<file path="config.mk">
export PLATFORM = sky130hd
export DESIGN_NAME = instr_fetch_unit
export DESIGN_NICKNAME = d
export VERILOG_FILES = /design/src/rtl/instr_fetch_unit_pkg.sv /design/src/rtl/instr_fetch_unit_fifo.sv /design/src/rtl/instr_fetch_unit.sv
export SDC_FILE = /design/constraint.sdc
export NUM_CORES = 1
export LEC_CHECK = 0
export CAP_MARGIN = 0
export CORE_MARGIN = 5
export CORE_UTILIZATION = 24
export CTS_BUF_LIST = sky130_fd_sc_hd__clkbuf_4
export DETAILED_ROUTE_END_ITERATION = 8
export MAX_ROUTING_LAYER = met4
export PLACE_DENSITY_LB_ADDON = 0.08
export SLEW_MARGIN = 20
export SYNTH_ARGS = -nofsm -noshare
export SYNTH_HDL_FRONTEND = slang
export SYNTH_HIERARCHICAL = 1
export SYNTH_SLANG_ARGS = --single-unit
</file>
<file path="constraint.sdc">
create_clock -name clk -period 7.2 [get_ports clk]
set_input_delay 0.72 -clock clk [delete_from_list [all_inputs] [get_ports clk]]
set_output_delay 0.72 -clock clk [all_outputs]
set_load 0.005 [all_outputs]
</file>
<file path="src/rtl/instr_fetch_unit_pkg.sv">
// Shared definitions for the instruction fetch unit.
//  - MIPS field bit ranges used to split the fetched instruction for decode
//  - default reset PC and the NOP word shown on id_instr while nothing is presented
//  - fetch FSM state type
package instr_fetch_unit_pkg;

    localparam logic [31:0] RESET_PC_DEFAULT = 32'h0000_0000;
    localparam logic [31:0] INSTR_NOP        = 32'h0000_0000;

    localparam int unsigned OPC_MSB  = 31;
    localparam int unsigned OPC_LSB  = 26;
    localparam int unsigned RS_MSB   = 25;
    localparam int unsigned RS_LSB   = 21;
    localparam int unsigned RT_MSB   = 20;
    localparam int unsigned RT_LSB   = 16;
    localparam int unsigned RD_MSB   = 15;
    localparam int unsigned RD_LSB   = 11;
    localparam int unsigned FUNC_MSB = 5;
    localparam int unsigned FUNC_LSB = 0;
    localparam int unsigned IMM_MSB  = 15;
    localparam int unsigned IMM_LSB  = 0;

    typedef enum logic [0:0] {
        StBoot,
        StFetch
    } fetch_state_e;

endpackage

</file>
<file path="src/rtl/instr_fetch_unit_fifo.sv">
// Synchronous FIFO used by the fetch unit, both as the instruction+PC prefetch buffer
// and as the queue of issued-but-unanswered fetch addresses.
// Ports:
//  clk, rst_n   clock, asynchronous active-low reset
//  push/push_data  write an entry (ignored when full)
//  pop          drop the head entry (ignored when empty)
//  flush        empty the FIFO; overrides push and pop
//  head         current head entry (undefined while empty)
//  empty        no entries held
//  count        number of entries held
module instr_fetch_unit_fifo #(
    parameter int unsigned DEPTH = 2,
    parameter int unsigned WIDTH = 32,
    localparam int unsigned PTR_W = $clog2(DEPTH),
    localparam int unsigned CNT_W = $clog2(DEPTH + 1)
) (
    input  logic             clk,
    input  logic             rst_n,
    input  logic             push,
    input  logic [WIDTH-1:0] push_data,
    input  logic             pop,
    input  logic             flush,
    output logic [WIDTH-1:0] head,
    output logic             empty,
    output logic [CNT_W-1:0] count
);

    localparam logic [CNT_W-1:0] DEPTH_C = CNT_W'(DEPTH);

    logic [WIDTH-1:0] mem_q [DEPTH];
    logic [PTR_W-1:0] wr_ptr_q, rd_ptr_q;
    logic [CNT_W-1:0] count_q;
    logic             do_push, do_pop;

    assign empty   = (count_q == '0);
    assign count   = count_q;
    assign head    = mem_q[rd_ptr_q];
    assign do_push = push && (count_q != DEPTH_C);
    assign do_pop  = pop && !empty;

    // DEPTH is a power of two, so the pointers wrap on their own.
    always_ff @(posedge clk or negedge rst_n) begin
        if (!rst_n) begin
            wr_ptr_q <= '0;
            rd_ptr_q <= '0;
            count_q  <= '0;
        end else if (flush) begin
            wr_ptr_q <= '0;
            rd_ptr_q <= '0;
            count_q  <= '0;
        end else begin
            if (do_push) wr_ptr_q <= wr_ptr_q + PTR_W'(1);
            if (do_pop)  rd_ptr_q <= rd_ptr_q + PTR_W'(1);
            count_q <= count_q + CNT_W'(do_push) - CNT_W'(do_pop);
        end
    end

    // Storage needs no reset: readers gate the head with empty.
    always_ff @(posedge clk) begin
        if (do_push && !flush) mem_q[wr_ptr_q] <= push_data;
    end

endmodule

</file>
<file path="src/rtl/instr_fetch_unit.sv">
// Instruction fetch stage. Owns the PC, issues word fetches over a valid/ready request
// channel with in-order responses, buffers returned instructions with their PCs and
// presents them to decode with the MIPS fields pre-split. A redirect flushes everything
// in flight; responses to requests issued before it are counted and discarded.
// Ports:
//  clk, rst_n                      clock, asynchronous active-low reset
//  imem_req_valid/ready, imem_addr fetch request channel
//  imem_rsp_valid, imem_rsp_data   in-order fetch response
//  redirect_valid, redirect_pc     branch/jump target load and flush
//  id_valid/ready, id_pc, id_instr instruction handed to decode
//  id_opcode/rs/rt/rd/func/imm     decode fields of id_instr
module instr_fetch_unit
    import instr_fetch_unit_pkg::*;
#(
    parameter int unsigned        ADDR_W     = 32,
    parameter int unsigned        DATA_W     = 32,
    parameter logic [ADDR_W-1:0]  RESET_PC   = ADDR_W'(RESET_PC_DEFAULT),
    parameter int unsigned        FIFO_DEPTH = 2
) (
    input  logic              clk,
    input  logic              rst_n,
    output logic              imem_req_valid,
    input  logic              imem_req_ready,
    output logic [ADDR_W-1:0] imem_addr,
    input  logic              imem_rsp_valid,
    input  logic [DATA_W-1:0] imem_rsp_data,
    input  logic              redirect_valid,
    input  logic [ADDR_W-1:0] redirect_pc,
    output logic              id_valid,
    input  logic              id_ready,
    output logic [ADDR_W-1:0] id_pc,
    output logic [DATA_W-1:0] id_instr,
    output logic [5:0]        id_opcode,
    output logic [4:0]        id_rs,
    output logic [4:0]        id_rt,
    output logic [4:0]        id_rd,
    output logic [5:0]        id_func,
    output logic [15:0]       id_imm
);

    localparam int unsigned      CNT_W     = $clog2(FIFO_DEPTH + 1);
    localparam int unsigned      ENT_W     = ADDR_W + DATA_W;
    localparam logic [CNT_W:0]   DEPTH_LIM = (CNT_W + 1)'(FIFO_DEPTH);

    fetch_state_e      state_q, state_d;
    logic [ADDR_W-1:0] pc_q, pc_d;
    logic [CNT_W-1:0]  outstanding_q, outstanding_d;
    logic [CNT_W-1:0]  drop_q, drop_d;

    logic              credit_ok, req_fire, rsp_keep, id_pop;
    logic [ADDR_W-1:0] addr_head;
    logic              addr_empty;
    logic [CNT_W-1:0]  addr_count;
    logic [ENT_W-1:0]  ifq_head;
    logic              ifq_empty;
    logic [CNT_W-1:0]  ifq_count;

    assign id_pop   = !ifq_empty && id_ready && !redirect_valid;
    assign rsp_keep = imem_rsp_valid && (drop_q == '0);

    // Requests in flight plus buffered entries may never exceed the FIFO depth, so
    // every response has a slot. A same-cycle decode pop frees a slot early, which is
    // what sustains one instruction per cycle with single-cycle memory.
    assign credit_ok = ({1'b0, outstanding_q} + {1'b0, ifq_count} - (CNT_W + 1)'(id_pop))
                       < DEPTH_LIM;

    assign imem_req_valid = (state_q == StFetch) && credit_ok && !redirect_valid;
    assign imem_addr      = pc_q;
    assign req_fire       = imem_req_valid && imem_req_ready;

    always_comb begin
        state_d       = state_q;
        pc_d          = pc_q;
        outstanding_d = outstanding_q + CNT_W'(req_fire) - CNT_W'(imem_rsp_valid);
        drop_d        = drop_q;
        if (state_q == StBoot) state_d = StFetch;
        if (req_fire) pc_d = pc_q + ADDR_W'(4);
        if (imem_rsp_valid && (drop_q != '0)) drop_d = drop_q - CNT_W'(1);
        if (redirect_valid) begin
            state_d = StFetch;
            pc_d    = redirect_pc & ~ADDR_W'(3);
            // Everything not yet returned after this cycle's response is stale.
            drop_d  = outstanding_q - CNT_W'(imem_rsp_valid);
        end
    end

    always_ff @(posedge clk or negedge rst_n) begin
        if (!rst_n) begin
            state_q       <= StBoot;
            pc_q          <= RESET_PC;
            outstanding_q <= '0;
            drop_q        <= '0;
        end else begin
            state_q       <= state_d;
            pc_q          <= pc_d;
            outstanding_q <= outstanding_d;
            drop_q        <= drop_d;
        end
    end

    instr_fetch_unit_fifo #(
        .DEPTH (FIFO_DEPTH),
        .WIDTH (ADDR_W)
    ) u_addr_q (
        .clk       (clk),
        .rst_n     (rst_n),
        .push      (req_fire),
        .push_data (pc_q),
        .pop       (rsp_keep),
        .flush     (redirect_valid),
        .head      (addr_head),
        .empty     (addr_empty),
        .count     (addr_count)
    );

    instr_fetch_unit_fifo #(
        .DEPTH (FIFO_DEPTH),
        .WIDTH (ENT_W)
    ) u_instr_q (
        .clk       (clk),
        .rst_n     (rst_n),
        .push      (rsp_keep && !redirect_valid),
        .push_data ({addr_head, imem_rsp_data}),
        .pop       (id_pop),
        .flush     (redirect_valid),
        .head      (ifq_head),
        .empty     (ifq_empty),
        .count     (ifq_count)
    );

    // Data outputs read as zero whenever nothing is presented.
    assign id_valid  = !ifq_empty;
    assign id_pc     = ifq_empty ? '0 : ifq_head[ENT_W-1:DATA_W];
    assign id_instr  = ifq_empty ? DATA_W'(INSTR_NOP) : ifq_head[DATA_W-1:0];
    assign id_opcode = id_instr[OPC_MSB:OPC_LSB];
    assign id_rs     = id_instr[RS_MSB:RS_LSB];
    assign id_rt     = id_instr[RT_MSB:RT_LSB];
    assign id_rd     = id_instr[RD_MSB:RD_LSB];
    assign id_func   = id_instr[FUNC_MSB:FUNC_LSB];
    assign id_imm    = id_instr[IMM_MSB:IMM_LSB];

    rsp_needs_request: assert property (@(posedge clk) disable iff (!rst_n)
        imem_rsp_valid |-> (outstanding_q != '0));

    kept_rsp_has_addr: assert property (@(posedge clk) disable iff (!rst_n)
        rsp_keep |-> !addr_empty);

    // Live (non-dropped) requests are exactly those with a queued address.
    addr_q_tracks_live: assert property (@(posedge clk) disable iff (!rst_n)
        addr_count == (outstanding_q - drop_q));

endmodule
</file>
After elaboration in Yosys (flattened, before gate mapping). Memory sizes are Yosys's and may differ from the RTL's. Index checks and enable logic that the tools add are counted.

Memory bits (writable): 192. Word-level logic and storage cells: 77. Bits in registers: 45. Memories: 2. Output and inout port bits: 141. Input bits: 70.

Add/subtract/negate cells: 15. Eq/ne operators: 2. Reductions and logical operators: 27. Magnitude comparators: 1. Mux-type cells: 20.

Memories: u_instr_q.mem_q (words 2, width 64, rd ports 1, clocked after Yosys merged registers in 0, wr ports 1, line instr_fetch_unit_fifo.sv:30) `logic [WIDTH-1:0] mem_q [DEPTH];`; u_addr_q.mem_q (words 2, width 32, rd ports 1, clocked after Yosys merged registers in 0, wr ports 1, line instr_fetch_unit_fifo.sv:30).

Operators by type and width (count): $mux 32 (4); $add 32x3->32 const B (1); $logic_and 1x1->1 (14); $reduce_bool 2->1 (7); $mux 1 (12); $mux 2 (4); $sub 2x1->2 (4); $add 2x1->2 (3); $logic_not 2->1 (3); $add 1x1->1 const B (4); $ne 2x2->1 const B (2); $add 2x2->3 (1); $logic_not 1->1 (3); $lt 3x2->1 const B (1); $sub 3x1->3 (1); $sub 2x1->2 const B (1).

Logic depth before layout (Yosys ltp).
Word-level depth: 13. Depth in mapped cells: 17. Gate-level depth less buffers: 16.

Cells and area by module. The synthesis kept the hierarchy.

Modules (own cells, without submodules): instr_fetch_unit_fifo (u_instr_q) (sequential area each 3943.8 sq um, instances 1, area each 5051.1 sq um, cells each 221); instr_fetch_unit (sequential area each 875.8 sq um, instances 1, area each 3020.4 sq um, cells each 364); instr_fetch_unit_fifo (u_addr_q) (sequential area each 2021.9 sq um, instances 1, area each 2696.3 sq um, cells each 122).

Worst setup path after synthesis. No wires, ideal clock.

Path kind: input-to-reg. Start: input redirect_valid. End: memory u_instr_q/mem_q[1][0] (netlist name), enable pin. Path buffers: 0. Library setup time: 0.578 ns. Slack: 0.839 ns. Arrival time: 5.784 ns. Cell stages on the path: 4. Data required time: 6.622 ns. Path through: inv_1 > and2_1 > o21ai_2 > nor3b_1.

Longest elaborated chain between the ends: 6.

Ends and longest elaborated chain: from (decl) (line instr_fetch_unit.sv:27) `input logic redirect_valid,`; $logic_not 1->1 * (line instr_fetch_unit_fifo.sv:60, instr_fetch_unit.sv:122); $logic_and 1x1->1 (line instr_fetch_unit.sv:122) `.push (rsp_keep && !redirect_valid),`; $logic_and 1x1->1 (line instr_fetch_unit_fifo.sv:38) `assign do_push = push && (count_q != DEPTH_C);`; $logic_and 1x1->1 * (line instr_fetch_unit_fifo.sv:60) `if (do_push && !flush) mem_q[wr_ptr_q] <= push_data;`; $mux 1 * (line instr_fetch_unit_fifo.sv:60); $mux 1 (not written as such) * (line instr_fetch_unit_fifo.sv:60); to (decl) (line instr_fetch_unit_fifo.sv:30).

Mark *: on every way between the ends. The rest lies on a longest branch, timed or not.

Worst setup path in the final report.
Start: input redirect_valid. End: memory u_addr_q.mem_q[2][10] (netlist: u_addr_q/mem_q[1][10]), enable pin.

Longest elaborated chain between the ends: 11.

Ends and longest elaborated chain: $logic_not 1->1 (line instr_fetch_unit.sv:58) `assign id_pop = !ifq_empty && id_ready && !redirect_valid;`; $logic_and 1x1->1 (line instr_fetch_unit.sv:58); net id_pop (line instr_fetch_unit.sv:50) `logic credit_ok, req_fire, rsp_keep, id_pop;`; $sub 3x1->3 (line instr_fetch_unit.sv:64) `assign credit_ok = ({1'b0, outstanding_q} + {1'b0, ifq_count} - (CNT_W + 1)'(id_pop))`; $lt 3x2->1 (line instr_fetch_unit.sv:65) `< DEPTH_LIM;`; $logic_and 1x1->1 (2 in series) (line instr_fetch_unit.sv:67) `assign imem_req_valid = (state_q == StFetch) && credit_ok && !redirect_valid;`; $logic_and 1x1->1 (line instr_fetch_unit.sv:69) `assign req_fire = imem_req_valid && imem_req_ready;`; net req_fire (line instr_fetch_unit.sv:50); $logic_and 1x1->1 (line instr_fetch_unit_fifo.sv:38); $logic_and 1x1->1 (line instr_fetch_unit_fifo.sv:60); $mux 1 (line instr_fetch_unit_fifo.sv:60); $mux 1 (not written as such) (line instr_fetch_unit_fifo.sv:60); to (decl) (line instr_fetch_unit_fifo.sv:30).

The timed path passes the listed nets, and every way through them passes these cells.

==> impl_metrics.toml <==
[drt]
vias = 6294
drt_iter0_drc = 280
drc_errors = 0
firstDrtPassIters = 5
postRouteWirelength_mm = 27.9
via_per_inst = 4.01
antenna_left = 0
avgRoutedWirePerCell_um = 17.8

[run]
maxCapViolCount = 0

[clocking]
ctsHoldBuffers = 0
clk_latency_ns = 0.68
path_clk_slew_ns = 0.07
cts_inserted_buffers = 69
clockRootBuffer = "clkbuf_4"
cts_max_path_buffers = 3
post_cts_buffers = 0
h-tree-depth = 3
tritoncts = "built"
postCtsResizedCells = 0
clkSinkCount = 235

[floorplan]
dieArea_sq_um = 49200
die_h_um = 222
core_region_area_sq_um = 44300
initial_core_util_pct = 24.3
row_count = 77
io-pin-count = 211
dieWidth_um = 222

[synth]
yosys_warnings = 6
syn_inst = 706
synth_area_sq_um = 10800
avgSynthCellArea_sq_um = 15.2

[global_routing]
grt_pass1_vias = 6652
grt_use_total_pct = 11.5
grt_max_degree = 65
grt.overflow.total = 0
grt_antenna_before_repair = 2
grt_pass1_wl_mm = 41.8

[layout]
final_nets = 1013
drive_gt1_share_pct = 25.8
syn_to_final_growth_pct = 30.2
post-route-util_pct = 31.6

[critical_path]
r2r-start = "u_instr_q/count[0]"
reg2reg_slack_ns = 2.94
slowest_stage = "nor3b_2"
path_cells = "buf_2, buf_4, inv_1, and3_1, ha_1, nand2b_1, fa_1, xor2_2, nand4_2, inv_2, o21ai_4, nor3b_2, buf_4"
r2r_cells = 12
worst_setup_path_start_kind = "primary input"
rr_endpoint = "u_addr_q/mem_q[1][10]"
worstPathArrival_ns = 4.78
critPathKind = "primary input to flop"
critical_path.most_common_cell = "buf_4"
critPathMaxStageDelay_ns = 0.78
worst-path-max-fanout = 38
crit_required_ns = 7.51
setup.worst_path.end_class = "flop"

[sta]
skew_ns = 0.0401
fmax_ghz = 0.224
grt_setup_unrepaired = "false"
finalCritPeriodShare_pct = 62.1
slew_viol_final = 0
tightestPinTransition_ns = 0.930
finalSetupTns_ns = 0
timing.final.crit_period_ns = 4.47
max_slew_margin_pct = 37.7
hold_violations = 0
setup_viol = 0

[worst_hold_path]
hp-class = "primary input to async pin"

[pwr]
power_density_nw_per_um2 = 240
p_leak_nw = 4.89
vdd_drop_max_mv = 0.0876

[place]
detailed_place_hpwl_mm = 18.5
gp_congestion = 0.722
port_buffers = 206

[outcome]
outcome = "finished clean"
layout make-up:
type	instances	area, sq um
Tap cell	592	741
Clock buffer	112	841
Multi-Input combinational cell	390	3360
Sequential cell	235	6850
Clock inverter	5	18.8
Fill cell	4462	30300
Inverter	16	60.1
Timing Repair Buffer	219	2150
Antenna cell	2	5.00
placed cells by master (no fill, tap or decap), types with 4 or more instances in the layout:
master,instances
clkinv_1,4
ha_1,11
conb_1,7
edfxtp_1,192
o311ai_1,6
mux2_4,79
inv_1,15
xnor2_1,16
nor2b_1,72
xor2_1,13
mux2_2,20
o21ai_1,21
nor2_1,13
dfrtp_1,41
nand2_1,43
clkbuf_4,112
nand3_1,17
nand4_1,8
nor4_2,4
nor4_1,5
clkdlybuf4s50_1,204
buf_4,13
layer usage:
metal | GRT usage, % | up-vias | wire, um
li1 | - | 3020 | -
met1 | 14.8 | 3021 | 13000
met2 | 17.1 | 210 | 12800
met3 | 3.39 | 43 | 1660
met4 | 4.26 | 0 | 455
met5 | - | - | 0
worst max-delay path, delay by kind of cell:
kind | cells | cell delay, ns
simple gates | 4 | 1.48
buf+inv | 5 | 1.41
fa+ha+maj | 2 | 0.72
xor+xnor | 1 | 0.29
compound gates | 1 | 0.11
worst max path at each step:
stage / startpoint / endpoint / depth (start not counted)
6_report: redirect_valid / u_addr_q/mem_q[1][10] / 13
5_1_grt: redirect_valid / u_addr_q/mem_q[1][10] / 13
4_1_cts: redirect_valid / u_addr_q/mem_q[1][3] / 13
3_5_place_dp: redirect_valid / u_addr_q/mem_q[1][5] / 13
3_3_place_gp: redirect_valid / u_addr_q/mem_q[0][3] / 13
2_1_floorplan: redirect_valid / u_instr_q/mem_q[1][0] / 4
per-stage QoR:
step | power (mW) | setup WS, ns | cells | hold WS (ns) | area, sq um
final | 3.37 | 2.73 | 1571 | 0.135 | 14000
after floorplan | 1.90 | 0.839 | 711 | 0.424 | 10800
after global placement | 2.16 | 1.96 | 1452 | 0.537 | 13100
after detailed placement | 2.17 | 1.99 | 1452 | 0.531 | 13200
after global routing | 3.59 | 2.53 | 1571 | 0.0917 | 14000
after CTS | 3.47 | 2.77 | 1569 | 0.0567 | 14000
sequential cells by signal, indices dropped and copies added (netlist names):
register / cells
u_addr_q/count: 2
imem_addr: 30
u_instr_q/count: 2
drop_q: 2
u_addr_q/wr_ptr_q: 1
u_addr_q/mem_q: 64
state_q: 1
u_instr_q/wr_ptr_q: 1
u_instr_q/rd_ptr_q: 1
u_instr_q/mem_q: 128
outstanding_q: 2
u_addr_q/rd_ptr_q: 1
report_power, final:
part	total [mW]	switching [mW]	internal, mW
combinational	0.512	0.234	0.278
clock	1.25	0.554	0.694
sequential	1.61	0.0666	1.54
total	3.37	0.855	2.51
Note: power is estimated with default switching activity, not from simulation.
